--- src/rtl/iob2axi_rd_if.sv ---
// Bundle of control, AXI-4 read channel and native write port signals for iob2axi_rd.
// The master modport is the engine's view; slave is the surrounding system's view.
interface iob2axi_rd_if #(
  parameter int unsigned ADDR_W     = 32,
  parameter int unsigned DATA_W     = 32,
  parameter int unsigned AXI_ADDR_W = ADDR_W,
  parameter int unsigned AXI_DATA_W = DATA_W,
  parameter int unsigned AXI_ID_W   = 1,
  parameter int unsigned AXI_LEN_W  = 8
);
  localparam int unsigned AXI_SIZE_W  = 3;
  localparam int unsigned AXI_BURST_W = 2;
  localparam int unsigned AXI_RESP_W  = 2;
  localparam int unsigned STRB_W      = DATA_W / 8;

  // control
  logic                   run;
  logic [ADDR_W-1:0]      addr;
  logic [AXI_LEN_W-1:0]   length;
  logic                   ready;
  logic                   error;
  // AXI read address channel
  logic [AXI_ID_W-1:0]    m_axi_arid;
  logic [AXI_ADDR_W-1:0]  m_axi_araddr;
  logic [AXI_LEN_W-1:0]   m_axi_arlen;
  logic [AXI_SIZE_W-1:0]  m_axi_arsize;
  logic [AXI_BURST_W-1:0] m_axi_arburst;
  logic                   m_axi_arlock;
  logic [3:0]             m_axi_arcache;
  logic [2:0]             m_axi_arprot;
  logic [3:0]             m_axi_arqos;
  logic                   m_axi_arvalid;
  logic                   m_axi_arready;
  // AXI read data channel
  logic [AXI_ID_W-1:0]    m_axi_rid;
  logic [AXI_DATA_W-1:0]  m_axi_rdata;
  logic [AXI_RESP_W-1:0]  m_axi_rresp;
  logic                   m_axi_rlast;
  logic                   m_axi_rvalid;
  logic                   m_axi_rready;
  // native write port
  logic                   m_valid;
  logic [ADDR_W-1:0]      m_addr;
  logic [DATA_W-1:0]      m_wdata;
  logic [STRB_W-1:0]      m_wstrb;
  logic                   m_ready;

  modport master (
    input  run, addr, length,
    output ready, error,
    output m_axi_arid, m_axi_araddr, m_axi_arlen, m_axi_arsize, m_axi_arburst,
           m_axi_arlock, m_axi_arcache, m_axi_arprot, m_axi_arqos, m_axi_arvalid,
    input  m_axi_arready,
    input  m_axi_rid, m_axi_rdata, m_axi_rresp, m_axi_rlast, m_axi_rvalid,
    output m_axi_rready,
    output m_valid, m_addr, m_wdata, m_wstrb,
    input  m_ready
  );

  modport slave (
    output run, addr, length,
    input  ready, error,
    input  m_axi_arid, m_axi_araddr, m_axi_arlen, m_axi_arsize, m_axi_arburst,
           m_axi_arlock, m_axi_arcache, m_axi_arprot, m_axi_arqos, m_axi_arvalid,
    output m_axi_arready,
    output m_axi_rid, m_axi_rdata, m_axi_rresp, m_axi_rlast, m_axi_rvalid,
    input  m_axi_rready,
    input  m_valid, m_addr, m_wdata, m_wstrb,
    output m_ready
  );
endinterface

--- src/rtl/iob2axi_rd.sv ---
// AXI-4 read-burst master: one INCR burst per run pulse, each returned beat is
// forwarded combinationally to a native write port at consecutive word addresses.
module iob2axi_rd #(
  parameter int unsigned ADDR_W     = 32,
  parameter int unsigned DATA_W     = 32,
  parameter int unsigned AXI_ADDR_W = ADDR_W,
  parameter int unsigned AXI_DATA_W = DATA_W,
  parameter int unsigned AXI_ID_W   = 1,
  parameter int unsigned AXI_LEN_W  = 8
) (
  input logic          clk,
  input logic          rst_n,
  iob2axi_rd_if.master bus
);
  localparam int unsigned AXI_SIZE_W  = 3;
  localparam int unsigned AXI_BURST_W = 2;
  localparam int unsigned STRB_W      = DATA_W / 8;
  localparam int unsigned SIZE        = $clog2(DATA_W / 8);
  localparam int unsigned CNT_W       = AXI_LEN_W + 1;

  typedef enum logic [1:0] {IDLE, ADDR_HS, READ} state_t;

  state_t             state_q, state_d;
  logic [ADDR_W-1:0]  addr_q, addr_d;
  logic [AXI_LEN_W-1:0] len_q, len_d;
  logic [CNT_W-1:0]   cnt_q, cnt_d;
  logic               err_q, err_d;
  logic               overrun_c, beat_c, rready_c, m_valid_c;
  logic               unused_c;

  // state and burst context registers
  always_ff @(posedge clk or negedge rst_n) begin
    if (!rst_n) begin
      state_q <= IDLE;
      addr_q  <= '0;
      len_q   <= '0;
      cnt_q   <= '0;
      err_q   <= 1'b0;
    end else begin
      state_q <= state_d;
      addr_q  <= addr_d;
      len_q   <= len_d;
      cnt_q   <= cnt_d;
      err_q   <= err_d;
    end
  end

  // next-state and data-channel handshake
  always_comb begin
    state_d   = state_q;
    addr_d    = addr_q;
    len_d     = len_q;
    cnt_d     = cnt_q;
    err_d     = err_q;
    rready_c  = 1'b0;
    m_valid_c = 1'b0;
    beat_c    = 1'b0;
    overrun_c = cnt_q > CNT_W'(len_q);
    case (state_q)
      IDLE: begin
        if (bus.run) begin
          addr_d  = bus.addr;
          len_d   = bus.length;
          cnt_d   = '0;
          err_d   = 1'b0;
          state_d = ADDR_HS;
        end
      end
      ADDR_HS: begin
        if (bus.m_axi_arready) state_d = READ;
      end
      READ: begin
        // beats past arlen are swallowed so the slave can still reach rlast
        m_valid_c = bus.m_axi_rvalid & ~overrun_c;
        rready_c  = bus.m_ready | overrun_c;
        beat_c    = bus.m_axi_rvalid & rready_c;
        if (beat_c) begin
          // counter saturates at length+1 so the overrun flag cannot wrap away
          if (!overrun_c) cnt_d = cnt_q + CNT_W'(1);
          err_d = err_q | (|bus.m_axi_rresp) | overrun_c;
          if (bus.m_axi_rlast) begin
            state_d = IDLE;
            if (cnt_q != CNT_W'(len_q)) err_d = 1'b1;
          end
        end
      end
      default: state_d = IDLE;
    endcase
  end

  assign bus.ready         = (state_q == IDLE);
  assign bus.error         = err_q;
  assign bus.m_axi_arid    = '0;
  assign bus.m_axi_araddr  = AXI_ADDR_W'(addr_q);
  assign bus.m_axi_arlen   = len_q;
  assign bus.m_axi_arsize  = AXI_SIZE_W'(SIZE);
  assign bus.m_axi_arburst = AXI_BURST_W'(1);
  assign bus.m_axi_arlock  = 1'b0;
  assign bus.m_axi_arcache = 4'd2;
  assign bus.m_axi_arprot  = 3'd2;
  assign bus.m_axi_arqos   = 4'd0;
  assign bus.m_axi_arvalid = (state_q == ADDR_HS);
  assign bus.m_axi_rready  = rready_c;
  assign bus.m_valid       = m_valid_c;
  assign bus.m_addr        = addr_q + (ADDR_W'(cnt_q) << SIZE);
  assign bus.m_wdata       = DATA_W'(bus.m_axi_rdata);
  assign bus.m_wstrb       = {STRB_W{m_valid_c}};

  assign unused_c = ^bus.m_axi_rid;
endmodule

--- src/flat_wrapper.sv ---
// flat-port wrapper written by rule: the top's interface ports become plain ports
module iob2axi_rd_flat 
#(
  parameter int unsigned ADDR_W     = 32,
  parameter int unsigned DATA_W     = 32,
  parameter int unsigned AXI_ADDR_W = ADDR_W,
  parameter int unsigned AXI_DATA_W = DATA_W,
  parameter int unsigned AXI_ID_W   = 1,
  parameter int unsigned AXI_LEN_W  = 8
)
  (clk, rst_n, bus_run, bus_addr, bus_length, bus_ready, bus_error, bus_m_axi_arid, bus_m_axi_araddr, bus_m_axi_arlen, bus_m_axi_arsize, bus_m_axi_arburst, bus_m_axi_arlock, bus_m_axi_arcache, bus_m_axi_arprot, bus_m_axi_arqos, bus_m_axi_arvalid, bus_m_axi_arready, bus_m_axi_rid, bus_m_axi_rdata, bus_m_axi_rresp, bus_m_axi_rlast, bus_m_axi_rvalid, bus_m_axi_rready, bus_m_valid, bus_m_addr, bus_m_wdata, bus_m_wstrb, bus_m_ready);
  iob2axi_rd_if #(.ADDR_W(ADDR_W), .DATA_W(DATA_W), .AXI_ADDR_W(AXI_ADDR_W), .AXI_DATA_W(AXI_DATA_W), .AXI_ID_W(AXI_ID_W), .AXI_LEN_W(AXI_LEN_W)) bus_i ();
  input logic clk;
  input logic rst_n;
  input wire logic [$bits(bus_i.run)-1:0] bus_run;
  input wire logic [$bits(bus_i.addr)-1:0] bus_addr;
  input wire logic [$bits(bus_i.length)-1:0] bus_length;
  output wire logic [$bits(bus_i.ready)-1:0] bus_ready;
  output wire logic [$bits(bus_i.error)-1:0] bus_error;
  output wire logic [$bits(bus_i.m_axi_arid)-1:0] bus_m_axi_arid;
  output wire logic [$bits(bus_i.m_axi_araddr)-1:0] bus_m_axi_araddr;
  output wire logic [$bits(bus_i.m_axi_arlen)-1:0] bus_m_axi_arlen;
  output wire logic [$bits(bus_i.m_axi_arsize)-1:0] bus_m_axi_arsize;
  output wire logic [$bits(bus_i.m_axi_arburst)-1:0] bus_m_axi_arburst;
  output wire logic [$bits(bus_i.m_axi_arlock)-1:0] bus_m_axi_arlock;
  output wire logic [$bits(bus_i.m_axi_arcache)-1:0] bus_m_axi_arcache;
  output wire logic [$bits(bus_i.m_axi_arprot)-1:0] bus_m_axi_arprot;
  output wire logic [$bits(bus_i.m_axi_arqos)-1:0] bus_m_axi_arqos;
  output wire logic [$bits(bus_i.m_axi_arvalid)-1:0] bus_m_axi_arvalid;
  input wire logic [$bits(bus_i.m_axi_arready)-1:0] bus_m_axi_arready;
  input wire logic [$bits(bus_i.m_axi_rid)-1:0] bus_m_axi_rid;
  input wire logic [$bits(bus_i.m_axi_rdata)-1:0] bus_m_axi_rdata;
  input wire logic [$bits(bus_i.m_axi_rresp)-1:0] bus_m_axi_rresp;
  input wire logic [$bits(bus_i.m_axi_rlast)-1:0] bus_m_axi_rlast;
  input wire logic [$bits(bus_i.m_axi_rvalid)-1:0] bus_m_axi_rvalid;
  output wire logic [$bits(bus_i.m_axi_rready)-1:0] bus_m_axi_rready;
  output wire logic [$bits(bus_i.m_valid)-1:0] bus_m_valid;
  output wire logic [$bits(bus_i.m_addr)-1:0] bus_m_addr;
  output wire logic [$bits(bus_i.m_wdata)-1:0] bus_m_wdata;
  output wire logic [$bits(bus_i.m_wstrb)-1:0] bus_m_wstrb;
  input wire logic [$bits(bus_i.m_ready)-1:0] bus_m_ready;
  assign bus_i.run = bus_run;
  assign bus_i.addr = bus_addr;
  assign bus_i.length = bus_length;
  assign bus_ready = bus_i.ready;
  assign bus_error = bus_i.error;
  assign bus_m_axi_arid = bus_i.m_axi_arid;
  assign bus_m_axi_araddr = bus_i.m_axi_araddr;
  assign bus_m_axi_arlen = bus_i.m_axi_arlen;
  assign bus_m_axi_arsize = bus_i.m_axi_arsize;
  assign bus_m_axi_arburst = bus_i.m_axi_arburst;
  assign bus_m_axi_arlock = bus_i.m_axi_arlock;
  assign bus_m_axi_arcache = bus_i.m_axi_arcache;
  assign bus_m_axi_arprot = bus_i.m_axi_arprot;
  assign bus_m_axi_arqos = bus_i.m_axi_arqos;
  assign bus_m_axi_arvalid = bus_i.m_axi_arvalid;
  assign bus_i.m_axi_arready = bus_m_axi_arready;
  assign bus_i.m_axi_rid = bus_m_axi_rid;
  assign bus_i.m_axi_rdata = bus_m_axi_rdata;
  assign bus_i.m_axi_rresp = bus_m_axi_rresp;
  assign bus_i.m_axi_rlast = bus_m_axi_rlast;
  assign bus_i.m_axi_rvalid = bus_m_axi_rvalid;
  assign bus_m_axi_rready = bus_i.m_axi_rready;
  assign bus_m_valid = bus_i.m_valid;
  assign bus_m_addr = bus_i.m_addr;
  assign bus_m_wdata = bus_i.m_wdata;
  assign bus_m_wstrb = bus_i.m_wstrb;
  assign bus_i.m_ready = bus_m_ready;
  iob2axi_rd #(.ADDR_W(ADDR_W), .DATA_W(DATA_W), .AXI_ADDR_W(AXI_ADDR_W), .AXI_DATA_W(AXI_DATA_W), .AXI_ID_W(AXI_ID_W), .AXI_LEN_W(AXI_LEN_W)) u_core (.clk(clk), .rst_n(rst_n), .bus(bus_i));
endmodule
--- config.mk ---
export PLATFORM = sky130hd
export DESIGN_NAME = iob2axi_rd_flat
export DESIGN_NICKNAME = d
export VERILOG_FILES = /design/src/rtl/iob2axi_rd_if.sv /design/src/rtl/iob2axi_rd.sv /design/src/flat_wrapper.sv
export SDC_FILE = /design/constraint.sdc
export NUM_CORES = 1
export LEC_CHECK = 0
export ABC_CLOCK_PERIOD_IN_PS = 3300
export CAP_MARGIN = 10
export CORE_UTILIZATION = 35
export CTS_CLUSTER_DIAMETER = 100
export CTS_CLUSTER_SIZE = 25
export DETAILED_ROUTE_END_ITERATION = 10
export PLACE_DENSITY = 0.76
export SLEW_MARGIN = 20
export SYNTH_ARGS = -nofsm -noshare
export SYNTH_HDL_FRONTEND = slang
export SYNTH_SLANG_ARGS = --single-unit
--- constraint.sdc ---
create_clock -name clk -period 3.3 [get_ports clk]
set_clock_uncertainty 0.1 [all_clocks]
set_input_delay 0.66 -clock clk [delete_from_list [all_inputs] [get_ports clk]]
set_output_delay 0.66 -clock clk [all_outputs]
set_load 0.01 [all_outputs]
==> results by group <==
Status
  • Status: finished, violations left
  • Failing checks: negative setup slack

Placed design
  • Placed Cells: 677
  • Pre-CTS WS: -439 ps
  • RD Place Congestion: 0.903
  • Port buffer count: 129
  • Hpwl dp: 7740 um
  • Area post-placement: 4930 um^2

Route
  • DR vias: 3552
  • DR WL met3: 651 um
  • Via density: 4.96
  • Met2 WL post-DR: 6110 um
  • Final ANT Viol Nets: 0
  • Pre-antenna DRT Iters: 5
  • Drt wl/cell: 15.9 um
  • Routed wire length: 11400 um
  • Initial DRC Count: between 100 and 150
  • Met1 Wirelength: 4350 um
  • DR top layer: met4
  • DR DRC count: 0

Final layout
  • Layout cells sized above 1: 0.271
  • Nets: between 600 and 700
  • Final instance area: 5550 um^2
  • Non-Filler Instances: ~720
  • Syn-to-layout area delta: 56.0%
  • Number of diodes: 0
  • Fillers: around 900

Synth
  • Seq/Total Area, Yosys: 0.366
  • Post-Syn Area: 3560 um^2
  • Yosys reg bits: 52
  • Top FF cell, synth: dfrtp_1
  • Mean Syn Cell Area: 8.37 um^2
  • Number of flops mapped to enable cells by yosys: 0
  • Ys Warns: 0
  • Mapped Cells: 425
  • Post-synth cell types: 47
  • Post-synth ARST share: 1.00

Global routing
  • Global-route usage over all layers: 0.198
  • Initial antenna violation count: 0
  • Largest net degree at the start of global routing: 28
  • Vias in the first global route: 3400
  • First-pass GRT wire length: 16200 um
  • Grt ovf: 0

Critical path
  • Reg2Reg Launch Point: u_core.cnt_q[2]$_DFFE_PN0P_
  • Data required, critical path: 2540 ps
  • CP Launch Point: u_core.cnt_q[0]$_DFFE_PN0P_
  • RR Endpoint: u_core.cnt_q[2]$_DFFE_PN0P_
  • R2R cell count: 9
  • Startpoint Class: flip-flop
  • CP Max Fanout: 5
  • Critical path arrival: 2700 ps
  • Crit path capture type: output port
  • Setup crit end: bus_m_addr[16]
  • R2R Setup Slk: 310 ps
  • CP Class: flip-flop to output port

Timing
  • Setup ws final: -163 ps
  • Setup-failing EPs final: 22
  • Setup TNS: -1790 ps
  • Max Freq: 289 MHz
  • Final slew viol count: 0
  • RSZ-0062 raised after global routing: true
  • Fin crit period: 3460 ps
  • Endpoints failing hold: 0
  • Rel. slew slack: 0.660
  • Tightest Pin Transition: 510 ps
  • Part of the cycle the worst path needs: 1.05

Clock tree
  • Clk Latency, worst-skew pair: ~310 ps
  • H-tree Lvls: 2
  • Cts bufs inserted: 5
  • Clock slew at reported path FFs: 100 ps
  • CTS Root Cell: clkbuf_8
  • CTS tree: done
  • Clk buf depth: 2
  • # clock sinks: 52
  • Hold_buf cts: 0

Floorplanning
  • Starting Density: 0.362
  • I/O Pins: 213
  • CORE AREA: between 9000 and 10000 um^2
  • Cell Rows: 36
  • Die H: 103 um
  • Die Area: 10600 um^2
  • Die Wd: 103 um

Power and ir drop
  • VDD IR max: 0.413 mV
  • Pwr Density: 793 nW/um^2
  • LEAKAGE: 2.67 nW

Flow run
  • Max-Cap Viols: 0

Worst hold path
  • Hold WC Path Type: input pin to asynchronous set/reset pin
-- worst max-delay path, stage by stage (launching register included) --
cell	delay (ps)
dfrtp_1	400
ha_2	200
fa_2	350
a21o_1	190
a21o_1	190
a311oi_2	200
buf_4	200
a31oi_4	140
buf_6	150
nand4_1	80
xnor2_1	140
buf_2	160
-- power by group --
part,internal (W),total [W],switching (W)
registers,0.000906,0.00125,0.000344
clock network,0.000226,0.000438,0.000213
logic,0.00146,0.00272,0.00126
-- routing by layer --
metal / global-route usage / vias to the layer above
met2: 0.375 / 148
met5: 0 / -
met3: 0.0325 / 26
li1: - / 1660
met1: 0.225 / 1718
met4: 0.0618 / 0
-- worst min path at each step --
stage,end,startpoint
floorplan,u_core.bus.error$_DFFE_PN0P_,rst_n
global placement,u_core.bus.m_axi_araddr[1]$_DFFE_PN0P_,u_core.bus.m_axi_araddr[1]$_DFFE_PN0P_
detailed placement,u_core.bus.m_axi_araddr[0]$_DFFE_PN0P_,u_core.bus.m_axi_araddr[0]$_DFFE_PN0P_
CTS,u_core.bus.m_axi_araddr[31]$_DFFE_PN0P_,rst_n
global route,u_core.bus.m_axi_araddr[6]$_DFFE_PN0P_,rst_n
finish,u_core.bus.m_axi_araddr[10]$_DFFE_PN0P_,rst_n
-- layout make-up --
class,count,area (um^2),area share
multi-input combinational,306,2120,0.382
timing repair buffer,200,1790,0.322
sequential,52,1300,0.235
tap,133,166,0.0300
clock buffer,6,72.6,0.0131
inverter,17,66.3,0.0119
clock inverter,2,35.0,0.00631
-- Yosys cell counts (2+ instances only) --
| cell type | n | area [um^2] |
|---|---|---|
| a21o_1 | 3 | 22.5 |
| a21oi_1 | 8 | 40.0 |
| a31oi_1 | 5 | 31.3 |
| a41oi_1 | 2 | 17.5 |
| and2_1 | 4 | 25.0 |
| and3_1 | 8 | 50.1 |
| and4_1 | 5 | 43.8 |
| buf_4 | 56 | 420 |
| clkbuf_1 | 10 | 37.5 |
| conb_1 | 2 | 7.51 |
| dfrtp_1 | 52 | 1300 |
| ha_1 | 18 | 225 |
| inv_1 | 17 | 63.8 |
| mux2i_1 | 2 | 20.0 |
| nand2_1 | 124 | 465 |
| nand2b_1 | 4 | 25.0 |
| nand3_1 | 16 | 80.1 |
| nand4_1 | 9 | 56.3 |
| nor2_1 | 7 | 26.3 |
| nor2b_1 | 2 | 12.5 |
| nor3_1 | 3 | 15.0 |
| nor4_1 | 2 | 12.5 |
| o211ai_1 | 3 | 22.5 |
| o21a_1 | 2 | 15.0 |
| o21ai_0 | 11 | 55.1 |
| o21bai_1 | 2 | 15.0 |
| or2_2 | 2 | 12.5 |
| xnor2_1 | 21 | 184 |
| xor2_1 | 7 | 61.3 |
-- sequential cells by signal, summed over array words and instances (netlist names) --
signal                   count
u_core.bus.m_axi_araddr     32
u_core.cnt_q                 9
u_core.bus.m_axi_arlen       8
u_core.state_q               2
u_core.bus.error             1
-- cell usage in the layout (no fill, tap or decap), drive strengths merged, types with 9 or more instances in the layout --
master           n
nand4            9
xnor2           21
conb            18
inv             17
clkdlybuf4s50   97
ha              18
dfrtp           52
o21ai           11
nand3           16
nand2          124
buf             98
-- kinds of logic (layout without fill, tap and decap cells) --
family                     count (synthesis)  count (layout)  synth area share
xor gates and xnor gates                  28              28            0.0689
adders and majority gates                 19              19            0.0689
and+or+nand+nor                          189             189             0.239
AOI/OAI and AO/OA                         49              50             0.102
DFF                                       52              52             0.366
other                                      2              18           0.00211
muxes                                      2               2           0.00563
buffers and inverters                     84             225             0.148
-- stage by stage --
stage	hold WS (ps)	util	total power (W)
global route	197	0.565	0.00471
global placement	390	0.502	0.00371
detailed placement	415	0.502	0.00380
finish	174	0.565	0.00440
floorplan	264	-	0.00235
CTS	187	0.532	0.00423
-- timing repair --
action	in CTS	in global routing
gates resized for setup	132	60
endpoints found under the setup margin	31	30
pin swaps	23	27
endpoints found under the hold margin	0	0
gates cloned	1	0
setup buffers	16	16
(Power assumes the default switching activity.)
